==> config.mk <==
export PLATFORM = sky130hd
export DESIGN_NAME = demux_1_to_16_router_flat
export DESIGN_NICKNAME = d
export VERILOG_FILES = /design/src/rtl/demux_1_to_16_router_pkg.sv /design/src/rtl/demux_1_to_16_router_if.sv /design/src/rtl/demux_1_to_16_router_slot.sv /design/src/rtl/demux_1_to_16_router.sv /design/src/flat_wrapper.sv
export SDC_FILE = /design/constraint.sdc
export NUM_CORES = 1
export LEC_CHECK = 0
export BUFFER_PORTS_ARGS = -buffer_cell sky130_fd_sc_hd__buf_2
export CORE_ASPECT_RATIO = 0.8
export CORE_MARGIN = 1
export CORE_UTILIZATION = 35
export CTS_BUF_LIST = sky130_fd_sc_hd__clkbuf_8
export CTS_CLUSTER_DIAMETER = 60
export DETAILED_ROUTE_END_ITERATION = 12
export PLACE_DENSITY = 0.65
export SYNTH_ARGS = -nofsm -noshare
export SYNTH_HDL_FRONTEND = slang
export SYNTH_SLANG_ARGS = --single-unit
==> constraint.sdc <==
create_clock -name clk -period 5.7 [get_ports clk]
set_clock_uncertainty 0.15 [all_clocks]
set_input_delay 1.14 -clock clk [delete_from_list [all_inputs] [get_ports clk]]
set_output_delay 1.14 -clock clk [all_outputs]
set_load 0.01 [all_outputs]
==> src/rtl/demux_1_to_16_router_pkg.sv <==
// demux_1_to_16_router_pkg: channel count, select/occupancy widths and helpers shared by router and read mux
package demux_1_to_16_router_pkg;
  localparam int NUM_CH = 16;
  localparam int SEL_W = 4;
  localparam int OCC_W = 5;
  typedef logic [SEL_W-1:0] ch_idx_t;
  function automatic logic [OCC_W-1:0] popcount(input logic [NUM_CH-1:0] v);
    popcount = '0;
    for (int i = 0; i < NUM_CH; i++) popcount = popcount + OCC_W'(v[i]);
  endfunction
endpackage

==> src/rtl/demux_1_to_16_router_if.sv <==
// demux_1_to_16_router_if: source-side stream plus the 16 per-channel output handshakes
interface demux_1_to_16_router_if
  import demux_1_to_16_router_pkg::*;
#(parameter int N = 8);
  logic in_valid;
  logic in_ready;
  ch_idx_t in_sel;
  logic in_bcast;
  logic [N-1:0] in_data;
  logic [NUM_CH-1:0] out_valid;
  logic [NUM_CH-1:0] out_ready;
  logic [NUM_CH*N-1:0] out_data;
  logic [OCC_W-1:0] occupied;
  modport master(
    output in_valid, in_sel, in_bcast, in_data, out_ready,
    input in_ready, out_valid, out_data, occupied
  );
  modport slave(
    input in_valid, in_sel, in_bcast, in_data, out_ready,
    output in_ready, out_valid, out_data, occupied
  );
endinterface

==> src/rtl/demux_1_to_16_router_slot.sv <==
// router_slot: one-entry holding register; a load wins over a same-cycle drain
module router_slot #(parameter int N = 8) (
  input  logic         clk,
  input  logic         rst_n,
  input  logic         i_load,
  input  logic [N-1:0] i_load_data,
  input  logic         i_out_ready,
  output logic         o_out_valid,
  output logic [N-1:0] o_out_data
);
  logic         r_valid;
  logic [N-1:0] r_data;
  always_ff @(posedge clk or negedge rst_n) begin
    if (!rst_n) begin
      r_valid <= 1'b0;
      r_data  <= '0;
    end else if (i_load) begin
      r_valid <= 1'b1;
      r_data  <= i_load_data;
    end else if (i_out_ready) begin
      r_valid <= 1'b0;
    end
  end
  assign o_out_valid = r_valid;
  assign o_out_data  = r_data;
endmodule

==> src/rtl/demux_1_to_16_router.sv <==
// demux_1_to_16_router: routes one stream to 16 independently stalling channels, with broadcast
module demux_1_to_16_router
  import demux_1_to_16_router_pkg::*;
#(parameter int N = 8) (
  input  logic clk,
  input  logic rst_n,
  demux_1_to_16_router_if.slave bus
);
  logic [NUM_CH-1:0] w_free;
  logic [NUM_CH-1:0] w_load;
  logic [NUM_CH-1:0] w_valid;
  logic [NUM_CH-1:0] w_next_valid;
  logic              w_accept;
  logic [N-1:0]      w_data [NUM_CH];
  logic [OCC_W-1:0]  r_occupied;
  assign w_free       = ~w_valid | bus.out_ready;
  assign bus.in_ready = bus.in_bcast ? &w_free : w_free[bus.in_sel];
  assign w_accept     = bus.in_valid & bus.in_ready;
  assign w_load       = !w_accept ? '0 : bus.in_bcast ? '1 : NUM_CH'(1) << bus.in_sel;
  // occupied is registered from the next-state valid so it tracks out_valid cycle for cycle
  assign w_next_valid = w_load | (w_valid & ~bus.out_ready);
  always_ff @(posedge clk or negedge rst_n) begin
    if (!rst_n) r_occupied <= '0;
    else r_occupied <= popcount(w_next_valid);
  end
  for (genvar g = 0; g < NUM_CH; g++) begin : g_slot
    router_slot #(.N(N)) u_slot (
      .clk         (clk),
      .rst_n       (rst_n),
      .i_load      (w_load[g]),
      .i_load_data (bus.in_data),
      .i_out_ready (bus.out_ready[g]),
      .o_out_valid (w_valid[g]),
      .o_out_data  (w_data[g])
    );
  end
  always_comb begin
    bus.out_data = '0;
    for (int i = 0; i < NUM_CH; i++) bus.out_data[i*N +: N] = w_data[i];
  end
  assign bus.out_valid = w_valid;
  assign bus.occupied  = r_occupied;
endmodule

==> src/flat_wrapper.sv <==
// flat-port wrapper written by rule: the top's interface ports become plain ports
module demux_1_to_16_router_flat import demux_1_to_16_router_pkg::*;
#(parameter int N = 8)
  (clk, rst_n, bus_in_valid, bus_in_sel, bus_in_bcast, bus_in_data, bus_out_ready, bus_in_ready, bus_out_valid, bus_out_data, bus_occupied);
  demux_1_to_16_router_if #(.N(N)) bus_i ();
  input  logic clk;
  input  logic rst_n;
  input wire logic [$bits(bus_i.in_valid)-1:0] bus_in_valid;
  input wire logic [$bits(bus_i.in_sel)-1:0] bus_in_sel;
  input wire logic [$bits(bus_i.in_bcast)-1:0] bus_in_bcast;
  input wire logic [$bits(bus_i.in_data)-1:0] bus_in_data;
  input wire logic [$bits(bus_i.out_ready)-1:0] bus_out_ready;
  output wire logic [$bits(bus_i.in_ready)-1:0] bus_in_ready;
  output wire logic [$bits(bus_i.out_valid)-1:0] bus_out_valid;
  output wire logic [$bits(bus_i.out_data)-1:0] bus_out_data;
  output wire logic [$bits(bus_i.occupied)-1:0] bus_occupied;
  assign bus_i.in_valid = bus_in_valid;
  assign bus_i.in_sel = bus_in_sel;
  assign bus_i.in_bcast = bus_in_bcast;
  assign bus_i.in_data = bus_in_data;
  assign bus_i.out_ready = bus_out_ready;
  assign bus_in_ready = bus_i.in_ready;
  assign bus_out_valid = bus_i.out_valid;
  assign bus_out_data = bus_i.out_data;
  assign bus_occupied = bus_i.occupied;
  demux_1_to_16_router #(.N(N)) u_core (.clk(clk), .rst_n(rst_n), .bus(bus_i));
endmodule
==> impl_metrics.tcl, run 1 <==
set metrics [dict create \
    synth_area_mm2 0.006790 \
    h-tree-depth 4 \
    seq_area_frac_synth 0.5491 \
    cp.arrival_ps 5830 \
    pwr-share-comb 0.365 \
    clkPwrFrac 0.214 \
    drv_slew 0 \
    initial_core_util 0.3579 \
    grt_pass1_vias 4840 \
    grt_pass1_wl_um 27940 \
    layoutNonFillerInstCount 978 \
    syn-instance-count 492 \
    max_freq_ghz 0.1786 \
    grt_max_degree 113 \
    min_path_type "flop to flop" \
    power.leakage_nw 4.267 \
    rows 45 \
    swShare 0.3424 \
    die_y_um 126.6 \
    first_iter_violations 233 \
    hold_violations 0 \
    first_pass_iters 8 \
    wl_per_cell_um 18.58 \
    p_per_area_mw_per_mm2 425.4 \
    rsz0062_at_grt "false" \
    endpoint_kind "flop" \
    final.period_utilization 0.9824 \
    clk_latency_ps 440 \
    antenna_left 0 \
    p_seq_frac 0.420 \
    synth_edf_count 0 \
    synthFlopType "dfrtp_1" \
    port_buffers 181 \
    area_growth_pct 26.72 \
    power.internal_mw 2.407 \
    routed_wl_um 18170 \
    core-area_mm2 0.01897 \
    cts_resized 0 \
    cp_slowest_cell "fa_1" \
    clockBufferDepth 2 \
    io_pins 182 \
    diodes 0 \
    cts_tree "yes" \
    critical_path.cell_chain "buf_2 -> nand2b_1 -> mux4_2 -> nand2_2 -> a32o_2 -> buf_6 -> a21oi_4 -> a21o_1 -> ha_1 -> fa_1 -> fa_1 -> fa_1 -> inv_1 -> fa_1 -> fa_2 -> fa_2 -> nor2b_1 -> o21a_1" \
    syn_nets 539 \
    outcome "finished with violations" \
    final_cell_mix "buf_2 (179), dfrtp_1 (149), mux2_2 (112), buf_4 (46), nand2_1 (38)" \
    layout_min_cycle_time_ps 5600 \
    nets 754 \
    finalSetupViolCount 0 \
    hold_buffers 0 \
    critPathKind "primary input to flop" \
    worstHoldStart "u_core.g_slot[2].u_slot.o_out_data[3]" \
    post-dp-hpwl_um 13240 \
    fin_util 0.4535 \
    critPathMaxStageDelay_ps 520 \
    cts.sinks 149 \
    gr-total-overflow 0 \
    dpl.cell_count 946 \
    worst_hold_slack_ps 357.5 \
    final_common_cell "buf_2" \
    synth_area_leader_cell "dfrtp_1" \
    placed_area_mm2 0.008184 \
    cp-start-kind "primary input" \
    ys_top_cells_by_area "dfrtp_1 (55%), mux2_2 (19%), mux2_4 (3.5%), fa_1 (2.9%), a21oi_4 (2.2%)" \
    num_vias 4680 \
    drc 4 \
    switchingPower_mw 1.253 \
    relSlewSlack 0.3360 \
    grt_antenna_before_repair 0 \
    fin_ws_ps 100.1 \
    reg2reg_from "u_core.g_slot[10].u_slot.o_out_valid" \
    async_flop_share 1.000 \
    worstMarginPinSlew_ps 996.0 \
    post_synth.cell_area_avg_um2 13.80 \
    violations "design-rule violations" \
    clkTransAtPathRegs_ps 90 \
    cp_common_cell "fa_1" \
    fin_tns_setup_ps 0 \
    p_total_mw 3.660 \
    ys_warn_count 0 \
    grt_use_total 0.1882 \
    worstPathRequired_ps 5930 \
    yosysTopAreaCellShare 0.5491 \
    final_cell_area_mm2 0.008605 \
    vias_per_cell 4.785 \
    postCtsSetupBuffers 0 \
    die_x_um 157.7 \
    cts-root-buf "clkbuf_8" \
    maxCapViolCount 0 \
    synth_seq_cells 149 \
    ir_worst_vdd_mv 0.2302 \
    drive_gt1_frac 0.5972 \
    path_max_fanout 5 \
    startpoint "bus_out_ready[15]" \
    dp_slack_ps -429.4 \
    cts_buffers 17 \
    dieArea_mm2 0.01996 \
    synth.distinct_cells 39 \
    gp_congestion 0.9132 \
]
state kept, by name, indices dropped and copies added (netlist names):
signal / flops
u_core.g_slot.u_slot.o_out_valid: 16
u_core.g_slot.u_slot.o_out_data: 128
u_core.bus.occupied: 5
cell usage after synthesis, types with 3 or more instances:
cell type  count
dfrtp_1      149
mux2_2       112
nand2_1       39
inv_1         24
a21o_1        19
buf_4         17
mux2_4        16
clkbuf_1      12
nor2b_1       12
fa_1          10
or2_2         10
a21oi_4        9
nand2b_1       8
a21oi_2        7
nor2_1         6
o21ai_0        6
ha_1           5
and3_1         4
a21oi_1        3
path summary, 6_finish.rpt:
path / slack [ps] / to / cells past startpoint
worst max register to register: 480 / u_core.bus.occupied[4] / 17
worst min-delay path: 360 / u_core.g_slot[2].u_slot.o_out_data[3] / 1
max in group asynchronous: 3570 / u_core.g_slot[11].u_slot.o_out_data[0] / 2
worst max-delay path: 100 / u_core.bus.occupied[4] / 18
worst min register to register: 360 / u_core.g_slot[2].u_slot.o_out_data[3] / 1
min in group asynchronous: 670 / u_core.g_slot[1].u_slot.o_out_data[6] / 1
critical path, delay by kind of cell:
family / cells / cell delay [ps]
compound gates: 4 / 590
fa+ha+maj: 7 / 2970
buf+inv: 3 / 280
mux: 1 / 490
simple gates: 3 / 340
power by group through the flow:
stage	registers, mW	logic (mW)	clock network [mW]
after floorplan	1.68	0.652	0
after global placement	1.53	1.31	0
after detailed placement	1.56	1.35	0
after CTS	1.54	1.36	0.813
after global routing	1.58	1.46	0.857
final	1.54	1.34	0.785
routing by layer:
layer | wire, um | GRT usage | part of all wire | up-vias
li1 | - | - | - | 2114
met1 | 8241 | 0.2518 | 0.45 | 2393
met2 | 8308 | 0.2897 | 0.46 | 159
met3 | 1471 | 0.06799 | 0.081 | 14
met4 | 148 | 0.04455 | 0.0081 | 0
met5 | 0 | 0 | 0 | -
logic make-up (layout without fill, tap and decap cells):
logic type,count (synthesis),after routing,share of synthesized area
AOI/OAI and AO/OA,52,52,0.06984
xor gates and xnor gates,2,2,0.002580
adders and majority gates,15,15,0.03870
buffers and inverters,57,285,0.04570
DFF,149,149,0.5491
muxes,131,131,0.2292
and+or+nand+nor,86,86,0.06486
final cells by class:
| class | instances | area (um2) |
|---|---|---|
| Tap cell | 258 | 322.8 |
| Sequential cell | 149 | 3729 |
| Multi-Input combinational cell | 286 | 2801 |
| Clock buffer | 18 | 247.7 |
| Fill cell | 1774 | 10370 |
| Timing Repair Buffer | 229 | 1286 |
| Inverter | 24 | 90.09 |
| Clock inverter | 14 | 127.6 |
No activity file was read; power rests on OpenSTA's default activity.
==> inputs of run 2 (changes only) <==
--- a/config.mk
+++ b/config.mk
@@ -12,7 +12,9 @@
 export CTS_BUF_LIST = sky130_fd_sc_hd__clkbuf_8
 export CTS_CLUSTER_DIAMETER = 60
 export DETAILED_ROUTE_END_ITERATION = 12
+export GPL_TIMING_DRIVEN = 0
 export PLACE_DENSITY = 0.65
+export SLEW_MARGIN = 5
 export SYNTH_ARGS = -nofsm -noshare
 export SYNTH_HDL_FRONTEND = slang
 export SYNTH_SLANG_ARGS = --single-unit
==> impl_metrics.tcl, run 2 (same netlist as run 1, synthesis figures left out) <==
set metrics [dict create \
    fin_tns_setup_ps 0 \
    port_buffers 178 \
    dieArea_mm2 0.01996 \
    final.period_utilization 0.9920 \
    diodes 0 \
    grt_antenna_before_repair 0 \
    layoutNonFillerInstCount 993 \
    cts-root-buf "clkbuf_8" \
    endpoint_kind "flop" \
    swShare 0.3408 \
    routed-wl-met3_um 1251 \
    h-tree-depth 4 \
    drv_slew 0 \
    critPathMaxStageDelay_ps 560 \
    finalSetupViolCount 0 \
    max_freq_ghz 0.1769 \
    die_y_um 126.6 \
    worstPathRequired_ps 5950 \
    gp_congestion 0.8510 \
    first_pass_iters 8 \
    cts_buffers 17 \
    path_max_fanout 4 \
    cp-start-kind "primary input" \
    fin_ws_ps 45.82 \
    clkTransAtPathRegs_ps 80 \
    r2r-end "u_core.bus.occupied[4]" \
    dp_slack_ps -786.1 \
    crit_buf_inv 4 \
    relSlewSlack 0.3824 \
    drt-met1-wl_um 8498 \
    power.leakage_nw 4.333 \
    clk_latency_ps 460 \
    critPathKind "primary input to flop" \
    grt_use_total 0.1803 \
    area_growth_pct 29.67 \
    p_total_mw 3.648 \
    gr-total-overflow 0 \
    nets 769 \
    hold_violations 0 \
    grt_pass1_wl_um 26210 \
    cp_slowest_cell "fa_1" \
    critical-path-top-delay-family "adder cells" \
    drive_gt1_frac 0.5973 \
    rrSetupSlack_ps 400 \
    die_x_um 157.7 \
    num_vias 4642 \
    cp_common_cell "fa_1" \
    initial_core_util 0.3579 \
    grt_max_degree 84 \
    drc 0 \
    hold_buffers 0 \
    post-dp-hpwl_um 12090 \
    min_path_type "flop to flop" \
    fillers 1733 \
    switchingPower_mw 1.243 \
    ir_worst_vdd_mv 0.1931 \
    cts.sinks 149 \
    first_iter_violations 206 \
    final_common_cell "buf_2" \
    clockBufferDepth 2 \
    power.internal_mw 2.405 \
    pwr-share-comb 0.371 \
    antenna_left 0 \
    top_layer_used "met4" \
    cts_tree "yes" \
    largest_reg_flops 128 \
    rsz0062_at_grt "true" \
    cp.arrival_ps 5900 \
    p_seq_frac 0.418 \
    r2r_cells 17 \
    grt_pass1_vias 4456 \
    core-area_mm2 0.01897 \
    dpl.cell_count 929 \
    worstMarginPinSlew_ps 926.4 \
    io_pins 182 \
    outcome "finished, final reports clean" \
    vias_per_cell 4.675 \
    routed_wl_um 17550 \
    clkPwrFrac 0.211 \
    rows 45 \
    hold_depth 1 \
    final_cell_mix "buf_2 (174), dfrtp_1 (149), mux2_2 (112), buf_4 (46), nand2_1 (39)" \
    p_per_area_mw_per_mm2 414.4 \
    reg2reg_from "u_core.g_slot[11].u_slot.o_out_valid" \
    wl_per_cell_um 17.67 \
    dr_wl_met2_um 7586 \
    critical_path.cell_chain "buf_6 -> nand2b_4 -> mux4_2 -> nand2_1 -> a32o_2 -> buf_6 -> buf_6 -> a21oi_4 -> a21o_1 -> ha_4 -> fa_1 -> fa_1 -> fa_1 -> inv_1 -> fa_1 -> fa_2 -> fa_2 -> nor2b_1 -> o21a_1" \
    holdPathEnd "u_core.g_slot[8].u_slot.o_out_data[1]" \
    maxCapViolCount 0 \
    layout_min_cycle_time_ps 5654 \
    worstHoldStart "u_core.g_slot[8].u_slot.o_out_data[1]" \
    worst_hold_slack_ps 355.1 \
]
==> run 2: worst max-delay path by stage <==
stage                                  from                      to  slack (ps)  depth (start not counted)
after floorplan               bus_in_sel[0]  u_core.bus.occupied[1]        -250                         18
after global placement     bus_out_ready[1]  u_core.bus.occupied[4]        -750                         18
after detailed placement  bus_out_ready[11]  u_core.bus.occupied[4]        -790                         18
after CTS                 bus_out_ready[13]  u_core.bus.occupied[4]          30                         19
after global routing      bus_out_ready[13]  u_core.bus.occupied[4]         -80                         19
final                     bus_out_ready[13]  u_core.bus.occupied[4]          50                         19
==> run 2: final cells by class <==
cell class	count	area (um2)	area share
clock buffer	20	275.3	0.03126
multi-input combinational	286	2856	0.3244
timing repair buffer	211	1189	0.1350
buffer	33	246.5	0.02799
clock inverter	12	96.34	0.01094
sequential	149	3729	0.4235
tap	258	322.8	0.03666
inverter	24	90.09	0.01023
==> run 2: metrics by stage <==
step,cell area [um2],util
2_1_floorplan,6827,-
3_3_place_gp,8040,0.4237
3_5_place_dp,8078,0.4257
4_1_cts,8547,0.4504
5_1_grt,8805,0.4640
6_report,8805,0.4640
==> run 2: worst reg2reg max path, cell delays in order (launching register included) <==
cell	delay [ps]
dfrtp_1	370
nor2b_1	190
nand4bb_1	230
nor4_2	350
nand3_2	200
buf_4	210
a21oi_4	130
a21o_1	140
ha_4	210
fa_1	560
fa_1	450
fa_1	510
inv_1	50
fa_1	490
fa_2	390
fa_2	360
nor2b_1	120
o21a_1	130
==> run 2: routing by layer <==
metal | track usage | vias up
met5 | 0 | -
met4 | 0.06054 | 0
met3 | 0.06081 | 21
met2 | 0.2560 | 150
met1 | 0.2558 | 2330
li1 | - | 2141
==> run 2: timing repair <==
item,4_1_cts,5_1_grt
pin swaps,5,11
setup endpoints to repair,4,3
gates resized for setup,3,19
buffers inserted,10,22
==> run 2: power by group through the flow <==
| stage | combinational [mW] | clock (mW) | sequential [mW] |
|---|---|---|---|
| 2_1_floorplan | 0.652 | 0 | 1.68 |
| 3_3_place_gp | 1.29 | 0 | 1.53 |
| 3_5_place_dp | 1.31 | 0 | 1.54 |
| 4_1_cts | 1.33 | 0.803 | 1.53 |
| 5_1_grt | 1.48 | 0.844 | 1.57 |
| 6_report | 1.35 | 0.770 | 1.53 |
==> inputs of run 3 (changes only) <==
--- a/config.mk
+++ b/config.mk
@@ -14,6 +14,7 @@
 export DETAILED_ROUTE_END_ITERATION = 12
 export GPL_TIMING_DRIVEN = 0
 export PLACE_DENSITY = 0.65
+export SKIP_CTS_REPAIR_TIMING = 1
 export SLEW_MARGIN = 5
 export SYNTH_ARGS = -nofsm -noshare
 export SYNTH_HDL_FRONTEND = slang
==> constraint.sdc (replaced) <==
create_clock -name clk -period 5.7 [get_ports clk]
set_clock_uncertainty 0.15 [all_clocks]
set_input_delay 0.855 -clock clk [delete_from_list [all_inputs] [get_ports clk]]
set_output_delay 0.855 -clock clk [all_outputs]
set_load 0.01 [all_outputs]
==> impl_metrics.tcl, run 3 (same netlist as run 1, synthesis figures left out) <==
set metrics [dict create \
    outcome "finished, final reports clean" \
    relSlewSlack 0.3939 \
    max_freq_ghz 0.1797 \
    first_iter_violations 195 \
    final.period_utilization 0.9764 \
    grt_pass1_wl_um 26810 \
    die_y_um 126.6 \
    drc 0 \
    num_vias 4536 \
    layout_min_cycle_time_ps 5566 \
    area_growth_pct 25.70 \
    drive_gt1_frac 0.5652 \
    path_max_fanout 10 \
    clkTransAtPathRegs_ps 80 \
    reg2reg_from "u_core.g_slot[10].u_slot.o_out_valid" \
    io_pins 182 \
    ir_worst_vdd_mv 0.2300 \
    placed_area_mm2 0.008049 \
    routed_wl_um 17260 \
    fin_ws_ps 134.4 \
    fillers 1826 \
    critPathKind "primary input to flop" \
    rrSetupSlack_ps 250 \
    r2r-end "u_core.bus.occupied[4]" \
    finalSetupViolCount 0 \
    layoutNonFillerInstCount 971 \
    min_path_type "primary input to async pin" \
    cp.arrival_ps 5800 \
    p_total_mw 3.648 \
    p_per_area_mw_per_mm2 427.4 \
    p_seq_frac 0.418 \
    drv_slew 0 \
    clockBufferDepth 2 \
    clkPwrFrac 0.227 \
    dp_slack_ps -571.7 \
    power.leakage_nw 4.190 \
    grt_max_degree 82 \
    final_cell_area_mm2 0.008536 \
    dpl.cell_count 929 \
    fin_util 0.4499 \
    diodes 0 \
    critPathCapture "u_core.bus.occupied[4]" \
    vias_per_cell 4.671 \
    port_buffers 178 \
    switchingPower_mw 1.233 \
    h-tree-depth 4 \
    r2r_cells 17 \
    grt_use_total 0.1825 \
    nets 748 \
    wl_per_cell_um 17.78 \
    hold_violations 0 \
    largest_reg_flops 128 \
    cts_tree "yes" \
    cts_buffers 17 \
    grt_antenna_before_repair 0 \
    worst_hold_slack_ps 191.7 \
    clk_latency_ps 450 \
    final_cell_mix "buf_2 (177), dfrtp_1 (149), mux2_2 (112), nand2_1 (39), buf_4 (29)" \
    power.internal_mw 2.415 \
    startpoint "bus_out_ready[15]" \
    die_x_um 157.7 \
    grt_pass1_vias 4600 \
    final_common_cell "buf_2" \
    initial_core_util 0.3579 \
    cts-root-buf "clkbuf_8" \
    antenna_left 0 \
    first_pass_iters 4 \
    endpoint_kind "flop" \
    maxCapViolCount 0 \
    gr-total-overflow 0 \
    worstMarginPinSlew_ps 909.2 \
    worstPathRequired_ps 5930 \
    pwr-share-comb 0.355 \
    rsz0062_at_grt "false" \
    gp_congestion 0.8079 \
    fin_tns_setup_ps 0 \
    swShare 0.3379 \
    post-dp-hpwl_um 11940 \
    core-area_mm2 0.01897 \
    cp-start-kind "primary input" \
    cts.sinks 149 \
    rows 45 \
    dieArea_mm2 0.01996 \
]
[run 3: worst min path at each step]
stage          depth (start not counted)                                     end  slack, ps                                  start
6_report                               1    u_core.g_slot[14].u_slot.o_out_valid        190                                  rst_n
3_3_place_gp                           1   u_core.g_slot[4].u_slot.o_out_data[5]        340  u_core.g_slot[4].u_slot.o_out_data[5]
2_1_floorplan                          1    u_core.g_slot[12].u_slot.o_out_valid        350   u_core.g_slot[12].u_slot.o_out_valid
4_1_cts                                1  u_core.g_slot[11].u_slot.o_out_data[2]        190                                  rst_n
5_1_grt                                1  u_core.g_slot[12].u_slot.o_out_data[2]        210                                  rst_n
3_5_place_dp                           1   u_core.g_slot[6].u_slot.o_out_data[6]        340  u_core.g_slot[6].u_slot.o_out_data[6]
[run 3: worst max-delay path, stage by stage]
cell and delay (ps):
buf_2 120, nand2b_1 170, mux4_2 490, nand2_1 90, a32o_1 180, buf_6 180, buf_12 180, a21oi_4 90
a21o_1 180, ha_1 300, fa_1 530, fa_1 440, fa_1 510, inv_1 50, fa_1 450, fa_2 370
fa_2 360, nor2b_1 120, o21a_1 140
[run 3: final cells by class]
class | count | area, um2 | share of cell area
sequential | 149 | 3729 | 0.4368
multi-input combinational | 286 | 2774 | 0.3250
timing repair buffer | 190 | 1011 | 0.1184
tap | 258 | 322.8 | 0.03782
clock buffer | 17 | 234.0 | 0.02741
buffer | 33 | 222.7 | 0.02609
clock inverter | 14 | 152.6 | 0.01788
inverter | 24 | 90.09 | 0.01055
[run 3: metal layers]
| layer | share of wire | up-vias | GRT usage |
|---|---|---|---|
| met5 | 0 | - | 0 |
| met4 | 0.0066 | 0 | 0.04112 |
| met3 | 0.091 | 10 | 0.07311 |
| met2 | 0.41 | 156 | 0.2540 |
| met1 | 0.49 | 2275 | 0.2639 |
| li1 | - | 2095 | - |
[run 3: power groups by stage]
stage | Combinational (mW) | Sequential (mW) | Clock [mW]
2_1_floorplan | 0.645 | 1.68 | 0
3_3_place_gp | 1.28 | 1.53 | 0
3_5_place_dp | 1.30 | 1.54 | 0
4_1_cts | 1.30 | 1.53 | 0.859
5_1_grt | 1.43 | 1.57 | 0.903
6_report | 1.29 | 1.52 | 0.829
